## config.mk

```make
export PLATFORM = sky130hd
export DESIGN_NAME = sram_arbiter
export DESIGN_NICKNAME = d
export VERILOG_FILES = /design/src/rtl/sram_pkg.sv /design/src/rtl/sram_access_seq.sv /design/src/rtl/sram_arbiter.sv
export SDC_FILE = /design/constraint.sdc
export NUM_CORES = 1
export LEC_CHECK = 0
export CAP_MARGIN = 20
export CORE_ASPECT_RATIO = 0.9
export CORE_MARGIN = 2
export CORE_UTILIZATION = 35
export DETAILED_ROUTE_END_ITERATION = 8
export MAX_ROUTING_LAYER = met4
export PLACE_DENSITY = 0.67
export SLEW_MARGIN = 20
export SYNTH_ARGS = -nofsm -noshare
export SYNTH_HDL_FRONTEND = slang
export SYNTH_HIERARCHICAL = 1
export SYNTH_SLANG_ARGS = --single-unit
```

## constraint.sdc

```tcl
create_clock -name clk100 -period 4.61 [get_ports clk100]
set_input_delay 0.922 -clock clk100 [delete_from_list [all_inputs] [get_ports clk100]]
set_output_delay 0.922 -clock clk100 [all_outputs]
set_load 0.01 [all_outputs]
```

## src/rtl/sram_pkg.sv

```systemverilog
// Shared definitions for the external async SRAM arbiter: bus widths, arbiter state
// encodings and default access timing.
package sram_pkg;

  localparam int SRAM_AW = 18;
  localparam int SRAM_DW = 16;

  localparam int DEF_ACCESS_CYCLES  = 2;
  localparam int DEF_MAX_VID_STREAK = 8;

  typedef logic [1:0] arb_state_t;

  localparam arb_state_t ST_IDLE  = 2'd0;
  localparam arb_state_t ST_READ  = 2'd1;
  localparam arb_state_t ST_WRITE = 2'd2;
  localparam arb_state_t ST_TURN  = 2'd3;

endpackage

```

## src/rtl/sram_access_seq.sv

```systemverilog
// Per-access cycle counter and registered SRAM strobe generation. A start pulse in the
// cycle before an access makes the next ACCESS_CYCLES cycles drive the strobes.
module sram_access_seq
  import sram_pkg::*;
#(
  parameter int ACCESS_CYCLES = DEF_ACCESS_CYCLES
) (
  input  logic       clk100,
  input  logic       rst_n,
  input  logic       start,
  input  logic       is_write,
  input  logic [1:0] be,
  output logic       last,
  output logic       ram_ce,
  output logic       ram_oe,
  output logic       ram_we,
  output logic       ram_lb,
  output logic       ram_hb,
  output logic       ram_dout_en
);

  localparam int CW = (ACCESS_CYCLES > 1) ? $clog2(ACCESS_CYCLES) : 1;
  localparam logic [CW-1:0] LAST_CNT = CW'(ACCESS_CYCLES - 1);

  logic          active_q, active_d;
  logic          write_q, write_d;
  logic [1:0]    lanes_q, lanes_d;
  logic [CW-1:0] cnt_q, cnt_d;
  logic          ce_q, ce_d, oe_q, oe_d, we_q, we_d;
  logic          lb_q, lb_d, hb_q, hb_d, den_q, den_d;

  assign last = active_q && (cnt_q == LAST_CNT);

  // Strobes are computed from the next-cycle access state so they leave a flop.
  always_comb begin
    active_d = active_q;
    write_d  = write_q;
    lanes_d  = lanes_q;
    cnt_d    = cnt_q;
    if (start) begin
      active_d = 1'b1;
      write_d  = is_write;
      lanes_d  = is_write ? be : 2'b11;
      cnt_d    = '0;
    end else if (last) begin
      active_d = 1'b0;
      cnt_d    = '0;
    end else if (active_q) begin
      cnt_d = cnt_q + CW'(1);
    end

    ce_d  = ~active_d;
    oe_d  = ~(active_d & ~write_d);
    // Cycle 0 of a write is address setup only.
    we_d  = ~(active_d & write_d & (cnt_d != '0));
    lb_d  = ~(active_d & lanes_d[0]);
    hb_d  = ~(active_d & lanes_d[1]);
    den_d = active_d & write_d;
  end

  always_ff @(posedge clk100 or negedge rst_n) begin
    if (!rst_n) begin
      active_q <= 1'b0;
      write_q  <= 1'b0;
      lanes_q  <= 2'b00;
      cnt_q    <= '0;
      ce_q     <= 1'b1;
      oe_q     <= 1'b1;
      we_q     <= 1'b1;
      lb_q     <= 1'b1;
      hb_q     <= 1'b1;
      den_q    <= 1'b0;
    end else begin
      active_q <= active_d;
      write_q  <= write_d;
      lanes_q  <= lanes_d;
      cnt_q    <= cnt_d;
      ce_q     <= ce_d;
      oe_q     <= oe_d;
      we_q     <= we_d;
      lb_q     <= lb_d;
      hb_q     <= hb_d;
      den_q    <= den_d;
    end
  end

  assign ram_ce      = ce_q;
  assign ram_oe      = oe_q;
  assign ram_we      = we_q;
  assign ram_lb      = lb_q;
  assign ram_hb      = hb_q;
  assign ram_dout_en = den_q;

endmodule

```

## src/rtl/sram_arbiter.sv

```systemverilog
// Shares one async SRAM between the video line-fetch port and the host/blitter port.
// Video has priority; a streak counter forces a host grant after MAX_VID_STREAK video grants.
module sram_arbiter
  import sram_pkg::*;
#(
  parameter int ACCESS_CYCLES  = DEF_ACCESS_CYCLES,
  parameter int MAX_VID_STREAK = DEF_MAX_VID_STREAK
) (
  input  logic               clk100,
  input  logic               rst_n,
  input  logic               vid_req,
  input  logic [SRAM_AW-1:0] vid_addr,
  output logic               vid_ack,
  output logic [SRAM_DW-1:0] vid_rdata,
  output logic               vid_rvalid,
  input  logic               host_req,
  input  logic               host_we,
  input  logic [SRAM_AW-1:0] host_addr,
  input  logic [SRAM_DW-1:0] host_wdata,
  input  logic [1:0]         host_be,
  output logic               host_ack,
  output logic [SRAM_DW-1:0] host_rdata,
  output logic               host_rvalid,
  output logic [SRAM_AW-1:0] ram_addr,
  input  logic [SRAM_DW-1:0] ram_din,
  output logic [SRAM_DW-1:0] ram_dout,
  output logic               ram_dout_en,
  output logic               ram_ce,
  output logic               ram_oe,
  output logic               ram_we,
  output logic               ram_lb,
  output logic               ram_hb
);

  localparam int SW = $clog2(MAX_VID_STREAK + 1);
  localparam logic [SW-1:0] MAX_STREAK = SW'(MAX_VID_STREAK);

  arb_state_t         state_q, state_d;
  logic [SW-1:0]      streak_q, streak_d;
  logic               owner_vid_q, owner_vid_d;
  logic [SRAM_AW-1:0] ram_addr_q, ram_addr_d;
  logic [SRAM_DW-1:0] ram_dout_q, ram_dout_d;
  logic               vid_ack_q, vid_ack_d, host_ack_q, host_ack_d;
  logic               vid_rvalid_q, vid_rvalid_d, host_rvalid_q, host_rvalid_d;
  logic [SRAM_DW-1:0] vid_rdata_q, vid_rdata_d, host_rdata_q, host_rdata_d;

  logic seq_start, seq_write, seq_last;
  logic decide, host_forced;

  sram_access_seq #(
    .ACCESS_CYCLES(ACCESS_CYCLES)
  ) u_seq (
    .clk100     (clk100),
    .rst_n      (rst_n),
    .start      (seq_start),
    .is_write   (seq_write),
    .be         (host_be),
    .last       (seq_last),
    .ram_ce     (ram_ce),
    .ram_oe     (ram_oe),
    .ram_we     (ram_we),
    .ram_lb     (ram_lb),
    .ram_hb     (ram_hb),
    .ram_dout_en(ram_dout_en)
  );

  always_comb begin
    state_d       = state_q;
    streak_d      = streak_q;
    owner_vid_d   = owner_vid_q;
    ram_addr_d    = ram_addr_q;
    ram_dout_d    = ram_dout_q;
    vid_ack_d     = 1'b0;
    host_ack_d    = 1'b0;
    vid_rvalid_d  = 1'b0;
    host_rvalid_d = 1'b0;
    vid_rdata_d   = vid_rdata_q;
    host_rdata_d  = host_rdata_q;
    seq_start     = 1'b0;
    seq_write     = 1'b0;

    decide      = (state_q == ST_IDLE) ||
                  (((state_q == ST_READ) || (state_q == ST_WRITE)) && seq_last);
    host_forced = host_req && (streak_q == MAX_STREAK);

    if (!host_req) streak_d = '0;

    if ((state_q == ST_READ) && seq_last) begin
      if (owner_vid_q) begin
        vid_rdata_d  = ram_din;
        vid_rvalid_d = 1'b1;
      end else begin
        host_rdata_d  = ram_din;
        host_rvalid_d = 1'b1;
      end
    end

    // A host write that won after a read waits out the TURN cycle before its access starts.
    if (state_q == ST_TURN) begin
      state_d     = ST_WRITE;
      seq_start   = 1'b1;
      seq_write   = 1'b1;
      host_ack_d  = 1'b1;
      owner_vid_d = 1'b0;
      ram_addr_d  = host_addr;
      ram_dout_d  = host_wdata;
    end else if (decide) begin
      if (vid_req && !host_forced) begin
        state_d     = ST_READ;
        seq_start   = 1'b1;
        vid_ack_d   = 1'b1;
        owner_vid_d = 1'b1;
        ram_addr_d  = vid_addr;
        streak_d    = host_req ? streak_q + SW'(1) : '0;
      end else if (host_req) begin
        streak_d = '0;
        if (host_we && (state_q == ST_READ)) begin
          state_d = ST_TURN;
        end else begin
          state_d     = host_we ? ST_WRITE : ST_READ;
          seq_start   = 1'b1;
          seq_write   = host_we;
          host_ack_d  = 1'b1;
          owner_vid_d = 1'b0;
          ram_addr_d  = host_addr;
          if (host_we) ram_dout_d = host_wdata;
        end
      end else begin
        state_d = ST_IDLE;
      end
    end
  end

  always_ff @(posedge clk100 or negedge rst_n) begin
    if (!rst_n) begin
      state_q       <= ST_IDLE;
      streak_q      <= '0;
      owner_vid_q   <= 1'b0;
      ram_addr_q    <= '0;
      ram_dout_q    <= '0;
      vid_ack_q     <= 1'b0;
      host_ack_q    <= 1'b0;
      vid_rvalid_q  <= 1'b0;
      host_rvalid_q <= 1'b0;
      vid_rdata_q   <= '0;
      host_rdata_q  <= '0;
    end else begin
      state_q       <= state_d;
      streak_q      <= streak_d;
      owner_vid_q   <= owner_vid_d;
      ram_addr_q    <= ram_addr_d;
      ram_dout_q    <= ram_dout_d;
      vid_ack_q     <= vid_ack_d;
      host_ack_q    <= host_ack_d;
      vid_rvalid_q  <= vid_rvalid_d;
      host_rvalid_q <= host_rvalid_d;
      vid_rdata_q   <= vid_rdata_d;
      host_rdata_q  <= host_rdata_d;
    end
  end

  assign ram_addr    = ram_addr_q;
  assign ram_dout    = ram_dout_q;
  assign vid_ack     = vid_ack_q;
  assign host_ack    = host_ack_q;
  assign vid_rvalid  = vid_rvalid_q;
  assign host_rvalid = host_rvalid_q;
  assign vid_rdata   = vid_rdata_q;
  assign host_rdata  = host_rdata_q;

endmodule

```

==> key figures, run 1 <==
Pwr
  • Switch Pwr: 0.00128 W
  • Clock share of power: 0.195
  • Net Sw Frac: 0.315
  • PD cells: 706 nW/µm²
  • Cell internal pwr: 0.00279 W
  • Seq pwr share: 0.331
  • Combinational group share of total power: 0.474
  • Max VDD drop: 0.000283 V
  • Total power: 0.00407 W
  • Leak: 2.51 nW

STA
  • RSZ-0062 raised after global routing: false
  • Pins Over Slew Limit: 0
  • FMAX: 337 MHz
  • # setup viols final: 0
  • Least-Margin Pin Slew: 1.04 ns
  • Crit path time final: 2.96 ns
  • Setup TNS: 0 ns
  • Final worst path period share: 0.643
  • Slew HR: 0.306
  • Final Hold Viols: 0
  • Layout Skew: 0.00709 ns

Die
  • Cell row count: 36
  • Die width: 114 µm
  • I/O pins: 151
  • Core area: 10,800 µm²
  • Die area: 11,800 µm²
  • Initial Util: 0.356
  • Die Ht: 103 µm

Clocking
  • Clock Tree Buf Depth: 2
  • Post-CTS sizing: 0
  • TritonCTS clock tree: done
  • Skew-Pair Late Insertion Delay: 0.34 ns
  • Clk slew on worst S/H paths: 0.06 ns
  • H-tree depth: 3
  • Root buffer cell: clkbuf_16
  • Setup bufs post-CTS: 0
  • # hold bufs at CTS: 0
  • Clock sinks: 88
  • Num CTS Buffers: 9

Setup path
  • Crit Path Max Fanout: 31
  • Worst r2r dst: ram_addr[10]$_DFFE_PN0P_
  • Path type of the worst setup path: primary input to register
  • CP startpoint kind: primary input
  • CP max stage cell: a21oi_4
  • WP depth: 5
  • Critical Path Sink: ram_addr[10]$_DFFE_PN0P_
  • Crit path launch: host_req
  • CP top delay family: compound AO/OA/AOI/OAI gates
  • Critical path endpoint category: register
  • Crit path required time: 4.83 ns
  • FF-to-FF path depth: 6
  • Largest stage delay, worst path: 0.83 ns
  • Arr. time, crit path: 3.19 ns
  • WP buf/inv: 1
  • Reg-to-Reg Start: state_q[0]$_DFFE_PN0P_
  • R2R setup slack: 2.15 ns
  • Worst-path cell chain: clkdlybuf4s50_1 -> a21boi_4 -> nor2_2 -> a21oi_4 -> mux2_2

Layout
  • Commonest non-fill, non-tap cells in the layout: clkdlybuf4s50_1 (149), dfrtp_1 (83), mux2_2 (58)
  • Number of diodes: 0
  • Layout Nets: 523
  • Commonest non-fill, non-tap cell in the layout: clkdlybuf4s50_1
  • Synth-to-layout area growth: 50.4%
  • Layout cells sized above 1: 0.233

Placement
  • Final GP Congestion: 0.768
  • IO Port Bufs: 150
  • Post-DP HPWL: 6320 µm

GRT
  • Initial antenna violation count: 0
  • Largest net degree at the start of global routing: 61
  • GRT Overall Usage: 0.158
  • Global-route wire length before repair: 13,800 µm
  • Grt total ovfl: 0
  • Vias in the first global route: 2,777

Worst hold path
  • Tightest Hold Check Type: register to register

Detailed routing
  • Drt initial violations: 114
  • Vias per cell: 4.68
  • Drt wl/cell: 15.1 µm
  • Drt pass-1 iters: 4
  • Routed via count: 2,710
  • Drt drc: 0
  • Overall routed net length: 8770 µm
  • Remaining antenna violation count: 0

Synth
  • Synth Flop Type: dfrtp_1
  • FFs w/ async S/R, synth: 1.00
  • Post-Syn Area: 3830 µm²
  • Avg Cell Area, Syn: 13.4 µm²
  • Post-Syn Instances: 287
  • FF+latch count, synth: 88
  • EDFF count, synth: 0
  • Synth Net Count: 369
  • Post-synthesis sequential area ratio: 0.576
  • Yosys warns: 6
  • Count of cell types in the netlist: 43

Outcome
  • Status: completed

Run
  • Max-cap violations: 0
[registers in the layout (all words and copies together), names as in the netlist]
name               flops
ram_addr              18
host_rdata            16
ram_dout              16
vid_rdata             16
streak_q               4
state_q                2
u_seq/lanes_q          2
host_ack               1
host_rvalid            1
owner_vid_q            1
u_seq/active_q         1
u_seq/cnt_q            1
u_seq/ram_ce           1
u_seq/ram_dout_en      1
u_seq/ram_hb           1
u_seq/ram_lb           1
u_seq/ram_oe           1
u_seq/ram_we           1
u_seq/write_q          1
vid_ack                1
vid_rvalid             1
[through the flow]
step | cells | setup WS [ns] | area [µm²] | util | hold WS [ns]
finish | 579 | 1.65 | 5770 | 0.536 | 0.473
global route | 579 | 1.50 | 5770 | 0.536 | 0.501
CTS | 579 | 1.63 | 5770 | 0.536 | 0.476
detailed placement | 563 | 1.26 | 5440 | 0.505 | 0.461
global placement | 563 | 1.33 | 5440 | 0.505 | 0.459
floorplan | 287 | 2.43 | 3830 | - | 0.474
[per-layer routing]
layer  track usage  routed length [µm]  vias to the layer above
li1              -                   -                     1288
met1         0.188                3800                     1335
met2         0.262                4450                       77
met3        0.0408                 382                       10
met4        0.0582                 143                        0
met5             -                   0                        -
[synth_stat cells, drive strengths merged (2+ instances only)]
master	n	area, µm²
dfrtp	83	2080
mux2	70	833
nand2	52	203
inv	11	41.3
nor2	8	32.5
ha	7	87.6
a21oi	6	45.1
buf	6	62.6
dfstp	5	131
o21ai	5	25.0
a21boi	3	33.8
and3b	3	28.8
nand2b	3	18.8
nand3	3	15.0
nand3b	3	35.0
and2	2	12.5
clkbuf	2	7.51
nand4b	2	32.5
[logic make-up after synthesis]
kind of cell / after synthesis / synth area share
fa+ha+maj: 7 / 0.0228
simple gates: 80 / 0.105
mux: 70 / 0.217
compound gates: 22 / 0.0486
flops: 88 / 0.576
buf+inv: 20 / 0.0300
[worst reg2reg max path: cells and delay by family, from the launching register on]
family / cells / cell delay, ns
muxes: 1 / 0.44
DFF: 1 / 0.38
adders and majority gates: 1 / 0.32
and+or+nand+nor: 1 / 0.11
AOI/OAI and AO/OA: 2 / 1.04
buffers and inverters: 1 / 0.08
[layout make-up]
class                   count  area (µm²)
flip-flops and latches     88        2210
clock inverters             6        91.3
multi-input cells         179        1510
repair buffers            151        1510
inverters                  12        45.0
well taps                 133         166
clock buffers              10         239
fillers                   927        5000
[power groups by stage]
stage               combinational [W]  clock, W  sequential (W)
detailed placement            0.00195         0         0.00136
CTS                           0.00196  0.000821         0.00135
global placement              0.00192         0         0.00135
floorplan                    0.000915         0         0.00150
finish                        0.00193  0.000795         0.00135
global route                  0.00208  0.000852         0.00140
[worst min path at each step]
stage                          startpoint                         end  cells after the start
5_1_grt         host_rdata[3]$_DFFE_PN0P_   host_rdata[3]$_DFFE_PN0P_                      2
2_1_floorplan  u_seq/lanes_q[0]$_DFF_PN0_  u_seq/lanes_q[0]$_DFF_PN0_                      1
3_3_place_gp    host_rdata[4]$_DFFE_PN0P_   host_rdata[4]$_DFFE_PN0P_                      2
6_report       host_rdata[15]$_DFFE_PN0P_  host_rdata[15]$_DFFE_PN0P_                      2
4_1_cts        host_rdata[15]$_DFFE_PN0P_  host_rdata[15]$_DFFE_PN0P_                      2
3_5_place_dp   host_rdata[15]$_DFFE_PN0P_  host_rdata[15]$_DFFE_PN0P_                      2
Power figures use the tool's default switching activity.
==> run 2, diff against run 1 <==
PLACE_DENSITY = 0.69   (was 0.67)
clock period = 2.5 ns   (was 4.61 ns; I/O delays follow)
==> run 2 against run 1 <==
  * Via count is 0.85% higher
  * First-iteration DRC count is 27% lower
  * Combinational power is 90% higher
  * Highest routed layer unchanged
  * Utilization is 0.45 points higher
  * Largest cell class unchanged
  * Critical path type unchanged
  * Sequential power is 85% higher
==> key figures, run 2 (synthesis gave the netlist of run 1 again) <==
Outcome
  • Status: completed

Clocking
  • Setup bufs post-CTS: 0 (unchanged)
  • H-tree depth: 3 (unchanged)
  • Skew-Pair Late Insertion Delay: 0.33 ns (about the same)
  • Post-CTS sizing: 0 (unchanged)
  • Clock Tree Buf Depth: 2 (unchanged)
  • Clk slew on worst S/H paths: 0.06 ns (about the same)
  • # hold bufs at CTS: 0 (unchanged)
  • Clock sinks: 88 (unchanged)
  • TritonCTS clock tree: done
  • Num CTS Buffers: 9 (unchanged)
  • Root buffer cell: clkbuf_16

Die
  • Core area: 10,800 µm² (unchanged)
  • Die area: 11,800 µm² (unchanged)
  • Cell row count: 36 (unchanged)
  • I/O pins: 151 (unchanged)
  • Die width: 114 µm (unchanged)
  • Initial Util: 0.356 (unchanged)
  • Die Ht: 103 µm (unchanged)

STA
  • Crit path time final: 2.10 ns
  • Slew HR: 0.644 (+0.338)
  • RSZ-0062 raised after global routing: false
  • Final Hold Viols: 0 (unchanged)
  • FMAX: 475 MHz
  • Pins Over Slew Limit: 0 (unchanged)
  • Layout Skew: 0.00483 ns (-0.00226 ns)
  • Least-Margin Pin Slew: 0.531 ns (-0.508 ns)
  • Final worst path period share: 0.841
  • Setup TNS: 0 ns (unchanged)
  • # setup viols final: 0 (unchanged)

Setup path
  • FF-to-FF path depth: 4 (-2)
  • WP buf/inv: 1 (unchanged)
  • Most frequent CP cell: mux2_2
  • CP startpoint kind: primary input
  • CP max stage cell: clkdlybuf4s50_1
  • Largest stage delay, worst path: 0.68 ns (-0.15 ns)
  • CP top delay family: buffers and inverters
  • Path type of the worst setup path: primary input to register
  • Arr. time, crit path: 2.31 ns (-0.88 ns)
  • Worst-path cell chain: clkdlybuf4s50_1 -> nand4b_4 -> nand3b_4 -> mux2_2 -> mux2_2
  • WP depth: 5 (unchanged)
  • Critical path endpoint category: register
  • Crit Path Max Fanout: 18 (-42%)
  • Crit path required time: 2.71 ns (-2.12 ns)

Layout
  • Max reg flops: 18 (unchanged)
  • Layout cells sized above 1: 0.241 (+0.00797)
  • Design Area, Final: 5820 µm² (+0.85%)
  • Number of diodes: 0 (unchanged)
  • Commonest non-fill, non-tap cells in the layout: clkdlybuf4s50_1 (149), dfrtp_1 (83), mux2_2 (58)
  • Synth-to-layout area growth: 51.7%
  • Commonest non-fill, non-tap cell in the layout: clkdlybuf4s50_1
  • Layout Nets: 529 (+1.1%)

Placement
  • Placed Area: 5520 µm² (+1.5%)
  • IO Port Bufs: 150 (unchanged)
  • Post-DP HPWL: 6470 µm (+2.4%)
  • Final GP Congestion: 0.810 (+5.4%)

Detailed routing
  • Drt wl/cell: 15.2 µm (+0.54%)
  • Remaining antenna violation count: 0 (unchanged)
  • Drt pass-1 iters: 4 (unchanged)
  • Drt drc: 0 (unchanged)
  • Routed via count: 2,733 (+0.85%)
  • Drt initial violations: 83 (-27%)
  • Vias per cell: 4.67 (-0.19%)
  • Overall routed net length: 8910 µm (+1.6%)

GRT
  • Vias in the first global route: 2,726 (-1.8%)
  • Global-route wire length before repair: 13,900 µm (+0.70%)
  • Initial antenna violation count: 0 (unchanged)
  • Largest net degree at the start of global routing: 51 (-16%)
  • GRT Overall Usage: 0.157 (-0.000641)
  • Grt total ovfl: 0 (unchanged)

Worst hold path
  • Tightest Hold Check Type: primary input to async pin

Run
  • Max-cap violations: 0 (unchanged)

Pwr
  • Max VDD drop: 0.000608 V (+120%)
  • PD cells: 1290 nW/µm² (+82%)
  • Leak: 2.53 nW (+0.70%)
## run 2: layout make-up
cell class / instances / area (µm²)
Clock inverter: 6 / 67.6
Clock buffer: 10 / 229
Timing Repair Buffer: 157 / 1590
Sequential cell: 88 / 2210
Inverter: 12 / 45.0
Fill cell: 920 / 4950
Tap cell: 133 / 166
Multi-Input combinational cell: 179 / 1510
## run 2: path summary, 6_finish.rpt
path | startpoint | end | slack (ns)
min in group clk100 | host_rdata[13]$_DFFE_PN0P_ | host_rdata[13]$_DFFE_PN0P_ | 0.47
max | host_req | ram_addr[10]$_DFFE_PN0P_ | 0.40
max reg2reg | state_q[0]$_DFFE_PN0P_ | ram_addr[10]$_DFFE_PN0P_ | 0.50
min reg2reg | host_rdata[13]$_DFFE_PN0P_ | host_rdata[13]$_DFFE_PN0P_ | 0.47
min | rst_n | vid_rdata[8]$_DFFE_PN0P_ | 0.14
max in group asynchronous | rst_n | u_seq/ram_ce$_DFF_PN1_ | 1.64
## run 2: power by group
group / switching (W) / internal, W
Combinational: 0.00147 / 0.00220
Clock: 0.000549 / 0.000780
Sequential: 0.000353 / 0.00214
## run 2: layer usage
layer,up-vias,part of all wire,global-route usage
met4,0,0.0062,0.0366
li1,1299,-,-
met3,7,0.056,0.0420
met5,-,0,-
met1,1333,0.45,0.210
met2,94,0.48,0.241
## run 2: metrics by stage
stage | worst slack, ns | cells | power [W] | utilization | hold WS, ns
4_1_cts | 0.402 | 585 | 0.00761 | 0.540 | 0.152
3_3_place_gp | 0.0977 | 569 | 0.00615 | 0.513 | 0.460
5_1_grt | 0.335 | 585 | 0.00798 | 0.540 | 0.173
3_5_place_dp | 0.0528 | 569 | 0.00623 | 0.513 | 0.465
6_report | 0.396 | 585 | 0.00749 | 0.540 | 0.141
2_1_floorplan | 0.510 | 287 | 0.00446 | - | 0.204
==> run 3, diff against run 2 <==
clock period = 1.7 ns   (was 2.5 ns; I/O delays follow)
==> run 3 against run 2 <==
  * The flow now finishes with violations (setup timing)
  * Combinational power up 61%
  * Register-to-register slack worse by 0.54 ns
  * Sequential share of layout area down 2.1 points
  * Sequential cell count unchanged
  * Critical endpoint is now ram_addr[9]$_DFFE_PN0P_
  * Largest cell class unchanged
  * Largest power group unchanged
==> key figures, run 3 (synthesis gave the netlist of run 1 again) <==
STA
  • Slew HR: 0.698 (+0.0538)
  • Least-Margin Pin Slew: 0.453 ns (-0.0774 ns)
  • # setup viols final: 28 (+28)
  • Min Hold Slack: 0.474 ns (+0.333 ns)
  • Layout Skew: 0.00511 ns (+0.000287 ns)
  • Pins Over Slew Limit: 0 (unchanged)
  • Setup ws final: -0.0418 ns (-0.438 ns)
  • Setup TNS: -0.467 ns (-0.467 ns)
  • Crit path time final: 1.74 ns
  • Final Hold Viols: 0 (unchanged)
  • FMAX: 574 MHz
  • RSZ-0062 raised after global routing: true
  • Final worst path period share: 1.02

Pwr
  • Leak: 2.73 nW (+7.8%)
  • Cell internal pwr: 0.00807 W (+58%)
  • PD cells: 1890 nW/µm² (+47%)
  • Seq pwr share: 0.315 (-0.018)
  • Clock share of power: 0.179 (about the same)
  • Combinational group share of total power: 0.506 (+0.017)
  • Max VDD drop: 0.000891 V (+46%)
  • Switch Pwr: 0.00358 W (+51%)
  • Net Sw Frac: 0.307 (-0.00928)

Die
  • Die area: 11,800 µm² (unchanged)
  • Die width: 114 µm (unchanged)
  • Cell row count: 36 (unchanged)
  • Initial Util: 0.356 (unchanged)
  • Die Ht: 103 µm (unchanged)
  • Core area: 10,800 µm² (unchanged)
  • I/O pins: 151 (unchanged)

Layout
  • Commonest non-fill, non-tap cells in the layout: clkdlybuf4s50_1 (143), dfrtp_1 (83), nand2_1 (51), mux2_2 (51), buf_4 (27)
  • Finished Core Util: 0.572 (+0.0315)
  • Max reg flops: 18 (unchanged)
  • Layout Nets: 556 (+5.1%)
  • Commonest non-fill, non-tap cell in the layout: clkdlybuf4s50_1
  • Final Non-Filler Cells: 612 (+4.6%)
  • Layout cells sized above 1: 0.305 (+0.0637)
  • Synth-to-layout area growth: 60.5%
  • Number of diodes: 0 (unchanged)

Detailed routing
  • Routed via count: 2,848 (+4.2%)
  • Remaining antenna violation count: 0 (unchanged)
  • Vias per cell: 4.65 (-0.39%)
  • Overall routed net length: 9200 µm (+3.3%)
  • Drt wl/cell: 15.0 µm (-1.3%)
  • Drt drc: 0 (unchanged)
  • Drt initial violations: 70 (-16%)
  • Drt pass-1 iters: 4 (unchanged)

Setup path
  • Path type of the worst setup path: register to register
  • CP top delay family: flip-flops
  • Crit Path Max Fanout: 15 (-3)
  • Critical path endpoint category: register
  • Largest stage delay, worst path: 0.39 ns (-0.29 ns)
  • Crit path required time: 1.91 ns (-0.80 ns)
  • Arr. time, crit path: 1.95 ns (-0.36 ns)
  • WP buf/inv: 2 (+1)
  • CP max stage cell: dfrtp_1
  • Worst-path cell chain: inv_2 -> ha_4 -> a21o_1 -> nor2_2 -> a21oi_4 -> buf_12 -> mux2_2
  • CP startpoint kind: register

Outcome
  • Failing checks: setup timing
  • Status: complete, but fails checks

Clocking
  • H-tree depth: 3 (unchanged)
  • Clock Tree Buf Depth: 2 (unchanged)
  • Skew-Pair Late Insertion Delay: 0.33 ns (about the same)
  • Clock sinks: 88 (unchanged)
  • Clk slew on worst S/H paths: 0.06 ns (about the same)
  • Root buffer cell: clkbuf_16
  • TritonCTS clock tree: done
  • Num CTS Buffers: 9 (unchanged)

Placement
  • IO Port Bufs: 150 (unchanged)
  • Post-DP HPWL: 6870 µm (+6.1%)
  • Final GP Congestion: 0.807 (-0.32%)
  • Post-Place Cells: 591 (+3.9%)

GRT
  • Global-route wire length before repair: 14,700 µm (+5.3%)
  • Largest net degree at the start of global routing: 33 (-35%)
  • GRT Overall Usage: 0.165 (+0.00740)
  • Vias in the first global route: 2,955 (+8.4%)
  • Initial antenna violation count: 0 (unchanged)
  • Grt total ovfl: 0 (unchanged)

Worst hold path
  • Tightest Hold Check Type: register to register

Run
  • Max-cap violations: 0 (unchanged)
run 3: power by group through the flow:
stage,registers [W],logic [W],clock network [W]
finish,0.00367,0.00589,0.00208
global route,0.00380,0.00635,0.00223
CTS,0.00368,0.00589,0.00215
detailed placement,0.00370,0.00582,0
global placement,0.00367,0.00568,0
floorplan,0.00408,0.00255,0
run 3: area by class of cell:
| type | instances | area, µm² |
|---|---|---|
| clock buffer | 13 | 250 |
| clock inverter | 3 | 65.1 |
| fill | 916 | 4610 |
| inverter | 12 | 45.0 |
| multi-input combinational | 180 | 1600 |
| sequential | 88 | 2210 |
| tap | 133 | 166 |
| timing repair buffer | 183 | 1820 |
run 3: final timing paths:
kind	from	slack (ns)	to	depth (start not counted)
setup / recovery	state_q[0]$_DFFE_PN0P_	-0.04	ram_addr[9]$_DFFE_PN0P_	7
hold / removal	host_rdata[15]$_DFFE_PN0P_	0.47	host_rdata[15]$_DFFE_PN0P_	2
setup reg to reg	state_q[0]$_DFFE_PN0P_	-0.04	ram_addr[9]$_DFFE_PN0P_	7
hold reg to reg	host_rdata[15]$_DFFE_PN0P_	0.47	host_rdata[15]$_DFFE_PN0P_	2
max in group asynchronous	rst_n	0.68	ram_dout[10]$_DFFE_PN0P_	3
min in group asynchronous	rst_n	0.50	ram_addr[14]$_DFFE_PN0P_	2
run 3: layer usage:
metal	part of all wire	track usage	routed length, µm	vias up
met4	0.0038	0.0356	35	0
li1	-	-	-	1354
met3	0.052	0.0478	478	5
met2	0.50	0.270	4580	93
met1	0.45	0.205	4110	1396
met5	0	-	0	-
run 3: worst register-to-register path, delay by kind of cell (launching register included):
family / cells / cell delay, ns
DFF: 1 / 0.39
muxes: 1 / 0.34
AOI/OAI and AO/OA: 2 / 0.32
adders and majority gates: 1 / 0.27
buffers and inverters: 2 / 0.26
and+or+nand+nor: 1 / 0.05
run 3: per-stage QoR:
stage	total power, W	cell area, µm²	setup WS, ns
6_report	0.0116	6150	-0.0418
5_1_grt	0.0124	6150	-0.118
4_1_cts	0.0117	6100	-0.0808
3_5_place_dp	0.00952	5740	-0.483
3_3_place_gp	0.00935	5740	-0.429
2_1_floorplan	0.00663	3860	-0.215
run 3: repair_timing:
action,CTS,global route
buffers inserted,1,2
pin swaps,1,2
gates cloned,1,0
hold endpoints to repair,24,0
resized for setup,13,11
setup endpoints to repair,47,43
hold buffers,1,0
